<file path="src/rtl/prog_clock_divider.sv">
// Multi-channel programmable clock divider: per-channel period/high-time with
// double-buffered updates applied only at period boundaries.

module prog_clock_divider_ch #(
  parameter int CW      = 16,
  parameter int DEF_DIV = 8,
  parameter int DEF_HI  = 4
) (
  input  logic          clk_in,
  input  logic          rst_n,
  input  logic          en,
  input  logic          div_ld,
  input  logic [CW-1:0] div_val,
  input  logic [CW-1:0] hi_val,
  output logic          clk_out,
  output logic          tick,
  output logic          upd_pend
);

  typedef enum logic {IDLE, RUN} state_t;

  state_t        r_state, w_state_n;
  logic [CW-1:0] r_per_a, r_hi_a, r_per_s, r_hi_s, r_cnt;
  logic          r_pend, r_clk, r_tick;

  logic [CW-1:0] w_per_n, w_hi_n, w_cnt_n;
  logic          w_last, w_bnd, w_apply, w_tick_n, w_clk_n;

  // Periods below 2 cannot hold both a high and a low phase.
  function automatic logic [CW-1:0] clamp_per(input logic [CW-1:0] p);
    return (p < CW'(2)) ? CW'(2) : p;
  endfunction

  always_ff @(posedge clk_in or negedge rst_n) begin
    if (!rst_n) r_state <= IDLE;
    else        r_state <= w_state_n;
  end

  always_comb begin
    w_state_n = r_state;
    w_last    = (r_cnt == r_per_a - CW'(1));
    w_bnd     = 1'b0;
    w_cnt_n   = '0;
    case (r_state)
      IDLE: begin
        w_bnd = en;
        if (en) w_state_n = RUN;
      end
      RUN: begin
        w_bnd = en && w_last;
        if (!en)         w_state_n = IDLE;
        else if (!w_last) w_cnt_n  = r_cnt + CW'(1);
      end
      default: w_state_n = IDLE;
    endcase

    // A load on the boundary edge itself bypasses the shadow.
    w_apply = w_bnd && (r_pend || div_ld);
    w_per_n = r_per_a;
    w_hi_n  = r_hi_a;
    if (w_apply) begin
      w_per_n = clamp_per(div_ld ? div_val : r_per_s);
      w_hi_n  = div_ld ? hi_val : r_hi_s;
    end

    w_tick_n = en && (w_cnt_n == '0);
    w_clk_n  = en && (w_cnt_n < w_hi_n);
  end

  always_ff @(posedge clk_in or negedge rst_n) begin
    if (!rst_n) begin
      r_per_a <= CW'(DEF_DIV);
      r_hi_a  <= CW'(DEF_HI);
      r_per_s <= CW'(DEF_DIV);
      r_hi_s  <= CW'(DEF_HI);
      r_pend  <= 1'b0;
      r_cnt   <= '0;
      r_clk   <= 1'b0;
      r_tick  <= 1'b0;
    end else begin
      r_per_a <= w_per_n;
      r_hi_a  <= w_hi_n;
      if (div_ld) begin
        r_per_s <= div_val;
        r_hi_s  <= hi_val;
      end
      if (w_apply)     r_pend <= 1'b0;
      else if (div_ld) r_pend <= 1'b1;
      r_cnt  <= w_cnt_n;
      r_clk  <= w_clk_n;
      r_tick <= w_tick_n;
    end
  end

  assign clk_out  = r_clk;
  assign tick     = r_tick;
  assign upd_pend = r_pend;

endmodule

module prog_clock_divider #(
  parameter int NCH     = 2,
  parameter int CW      = 16,
  parameter int DEF_DIV = 8,
  parameter int DEF_HI  = 4
) (
  input  logic              clk_in,
  input  logic              rst_n,
  input  logic [NCH-1:0]    en,
  input  logic [NCH-1:0]    div_ld,
  input  logic [NCH*CW-1:0] div_val,
  input  logic [NCH*CW-1:0] hi_val,
  output logic [NCH-1:0]    clk_out,
  output logic [NCH-1:0]    tick,
  output logic [NCH-1:0]    upd_pend
);

  for (genvar gi = 0; gi < NCH; gi++) begin : g_ch
    prog_clock_divider_ch #(
      .CW      (CW),
      .DEF_DIV (DEF_DIV),
      .DEF_HI  (DEF_HI)
    ) u_ch (
      .clk_in   (clk_in),
      .rst_n    (rst_n),
      .en       (en[gi]),
      .div_ld   (div_ld[gi]),
      .div_val  (div_val[gi*CW +: CW]),
      .hi_val   (hi_val[gi*CW +: CW]),
      .clk_out  (clk_out[gi]),
      .tick     (tick[gi]),
      .upd_pend (upd_pend[gi])
    );
  end

endmodule

</file>
<file path="config.mk">
export PLATFORM = sky130hd
export DESIGN_NAME = prog_clock_divider
export DESIGN_NICKNAME = d
export VERILOG_FILES = /design/src/rtl/prog_clock_divider.sv
export SDC_FILE = /design/constraint.sdc
export NUM_CORES = 1
export LEC_CHECK = 0
export ABC_AREA = 1
export BUFFER_PORTS_ARGS = -buffer_cell sky130_fd_sc_hd__buf_4
export CAP_MARGIN = 20
export CORE_MARGIN = 2
export CORE_UTILIZATION = 40
export DETAILED_ROUTE_END_ITERATION = 16
export SYNTH_ARGS = -nofsm -noshare
export SYNTH_HDL_FRONTEND = slang
export SYNTH_SLANG_ARGS = --single-unit
</file>
<file path="constraint.sdc">
create_clock -name clk_in -period 2.9 [get_ports clk_in]
set_input_delay 0.145 -clock clk_in [delete_from_list [all_inputs] [get_ports clk_in]]
set_output_delay 0.145 -clock clk_in [all_outputs]
set_load 0.02 [all_outputs]
</file>
==> metrics.yaml <==
sta:
  report.final.hold_viol_count: 0
  clock.fmax_ghz: 0.322
  post-route-min-period_ns: 3.11
  min_period_over_period: 1.07
  setup_violations: 2
  setup_ws_ns: -0.206
  rsz0062_at_grt: "true"
  clock_skew_ns: 0.00911
  max_slew_margin: 0.547
  holdWs_ns: 0.00866
  tightest_slew_ns: 0.680
  slew_viol_final: 0
layout:
  insertedDiodeCount: 0
  finalNonFillerCells: 1636
  layout_common_cells: "nand2_1 (370), buf_4 (167), dfrtp_1 (159), inv_1 (99), nor2_1 (70)"
  final_net_count: 1447
  utilization: 0.562
  drive_gt1_frac: 0.291
  areaGrowthSynthToFinish_pct: 38.2
  final_common_cell: "nand2_1"
  fin_area_mm2: 0.0123
  fillers: 1940
power:
  combPwrFrac: 0.252
  p_int_mw: 4.65
  power.density_mw_per_mm2: 543
  clock_power_share: 0.337
  power_frac_seq: 0.411
  p_leak_nw: 6.17
  irDropWorstVdd_mv: 0.413
  p_total_mw: 6.67
  net-switching-power_mw: 2.02
  sw_frac_of_total: 0.302
detailed_routing:
  routed_via_density: 4.69
  via_count: 7680
  wl_per_cell_um: 13.6
  drt-initial-drc-count: 497
  ant_nets: 0
  drtPass1Iterations: 6
  drc: 0
  wirelength_um: 22300
critical_path:
  critPathMostFrequentCell: "nand3_4"
  crit_path_top_delay_cell: "dfrtp_1"
  reg2reg_to: "g_ch[0].u_ch.clk_out"
  r2r-start: "g_ch[0].u_ch.r_per_a[1]"
  setup.worst_path.start: "g_ch[0].u_ch.r_per_a[1]"
  cp.required_ns: 3.27
  cp_data_arrival_time_ns: 3.47
  crit_path_end_kind: "flop"
  crit_fanout: 7
  rrSetupSlack_ns: -0.21
  crit_path_start_kind: "flop"
  path_cells: "inv_2, ha_4, nand3_4, nor2_4, xor2_1, inv_1, nor3_2, nand3_2, nand2_2, nand3_4, inv_6, or2_1, o21ai_2, ha_1, a21oi_1, nor2_1, a211oi_1, nand2_1, a21oi_2"
  slowest_delay_ns: 0.41
  crit_type: "reg -> reg"
  r2r_cells: 19
synthesis:
  syn_area_mm2: 0.00888
  synth_ff_type: "dfrtp_1"
  synth.distinct_cells: 41
  yosys_warnings: 0
  synth_fp_nets: 1221
  synth-edff-count: 0
  async_reset_ff_frac: 1.00
  ys_seq_area_frac: 0.475
  netlist_instances: 1117
  ys_ff_latch: 168
  avgSynthCellArea_um2: 7.95
grt:
  grt_overflow: 0
  grt_first_pass_wirelength_um: 36400
  antenna_found_initial: 0
  grtUsageTotal: 0.191
  grt_pass1_vias: 7480
  grt_max_degree: 75
placed_design:
  place_hpwl_um: 15300
  placed_area_mm2: 0.0103
  io_buffers: 75
  dp.cells: 1522
  gp_congestion: 0.833
hold_path:
  hold_path_class: "in -> reg"
  min-delay-start: "div_val[18]"
  whs_endpoint: "g_ch[1].u_ch.r_per_s[2]"
  hold_depth: 3
floorplan:
  die_area_mm2: 0.0234
  core_mm2: 0.0218
  io_pins: 76
  rows: 54
  dieHeight_um: 153
  initial_core_util: 0.407
  fp.dieW_um: 153
run:
  maxCapViolations: 0
clocking:
  path_clk_slew_ns: 0.07
  clock_sinks: 168
  tritoncts: "built"
  cts_buffers: 17
  insertion_delay_ns: 0.43
  clockBufferDepth: 2
  h-tree-depth: 4
  cts_root_buf: "clkbuf_16"
run_status:
  violations: "setup timing"
  status: "complete, but fails checks"
metal layers:
metal | up-vias | part of all wire | track usage | wire (um)
met5 | - | 0 | 0 | 0
met4 | 0 | 0.016 | 0.0613 | 346
met3 | 29 | 0.034 | 0.0250 | 768
met2 | 130 | 0.45 | 0.296 | 10000
met1 | 3573 | 0.50 | 0.279 | 11100
li1 | 3948 | - | - | -
cell families after synthesis:
logic type,synth area share
adders and majority gates,0.0479
and+or+nand+nor,0.306
xor gates and xnor gates,0.0414
buffers and inverters,0.0738
AOI/OAI and AO/OA,0.0559
DFF,0.475
registers in the layout, summed over array words and instances, names as in the netlist:
register,cells
g_ch.u_ch.clk_out,2
g_ch.u_ch.r_cnt,32
g_ch.u_ch.r_hi_a,32
g_ch.u_ch.r_hi_s,32
g_ch.u_ch.r_per_a,32
g_ch.u_ch.r_per_s,32
g_ch.u_ch.r_state,2
g_ch.u_ch.tick,2
g_ch.u_ch.upd_pend,2
cells in the mapped netlist, types with 15 or more instances:
cell type	n	area [um2]
or2_2	19	119
nand3_1	34	170
nand2_1	399	1500
nor2_2	15	93.8
ha_1	34	425
o21ai_0	44	220
dfrtp_1	160	4000
o21ai_1	16	80.1
a21oi_1	16	80.1
inv_1	114	428
xor2_1	30	263
nor2_1	77	289
power by group through the flow:
stage / logic [mW] / registers (mW) / clock network, mW
floorplan: 0.849 / 2.75 / 0
global placement: 1.34 / 2.77 / 0
detailed placement: 1.36 / 2.77 / 0
CTS: 1.52 / 2.74 / 2.30
global route: 1.89 / 2.76 / 2.39
finish: 1.68 / 2.74 / 2.25
final cells by class:
cell class	count	area (um2)	share of cell area
multi-input cells	788	4540	0.370
flip-flops and latches	168	4220	0.344
repair buffers	237	2080	0.169
inverters	129	494	0.0403
clock buffers	18	429	0.0350
well taps	280	350	0.0286
clock inverters	14	148	0.0120
repair inverters	2	16.3	0.00133
critical path: cells and delay by family, from the launching register on:
kind            cells  cell delay [ns]
flops               1             0.41
xor+xnor            1             0.18
fa+ha+maj           2             0.44
buf+inv             3             0.28
compound gates      4             0.53
simple gates        9             1.20
metrics by stage:
stage / setup slack (ns) / TNS (ns)
after floorplan: 0.0123 / 0
after global placement: -0.170 / -0.249
after detailed placement: -0.238 / -0.446
after CTS: -0.120 / -0.221
after global routing: -0.456 / -0.905
final: -0.206 / -0.397
what timing repair did:
item                                   4_1_cts  5_1_grt
endpoints found under the hold margin      117        0
gates resized for setup                     37      101
pin swaps                                    8       46
setup buffers                               10       17
hold buffers                                50        0
gates cloned                                 4        1
setup endpoints to repair                    3        4
how the worst max path moves through the flow:
stage,end,slack (ns),cells past startpoint
after floorplan,g_ch[1].u_ch.clk_out,0.01,24
after global placement,g_ch[1].u_ch.clk_out,-0.17,25
after detailed placement,g_ch[1].u_ch.clk_out,-0.24,21
after CTS,g_ch[1].u_ch.clk_out,-0.12,24
after global routing,g_ch[1].u_ch.clk_out,-0.46,27
final,g_ch[0].u_ch.clk_out,-0.21,19
Note: power is estimated with default switching activity, not from simulation.
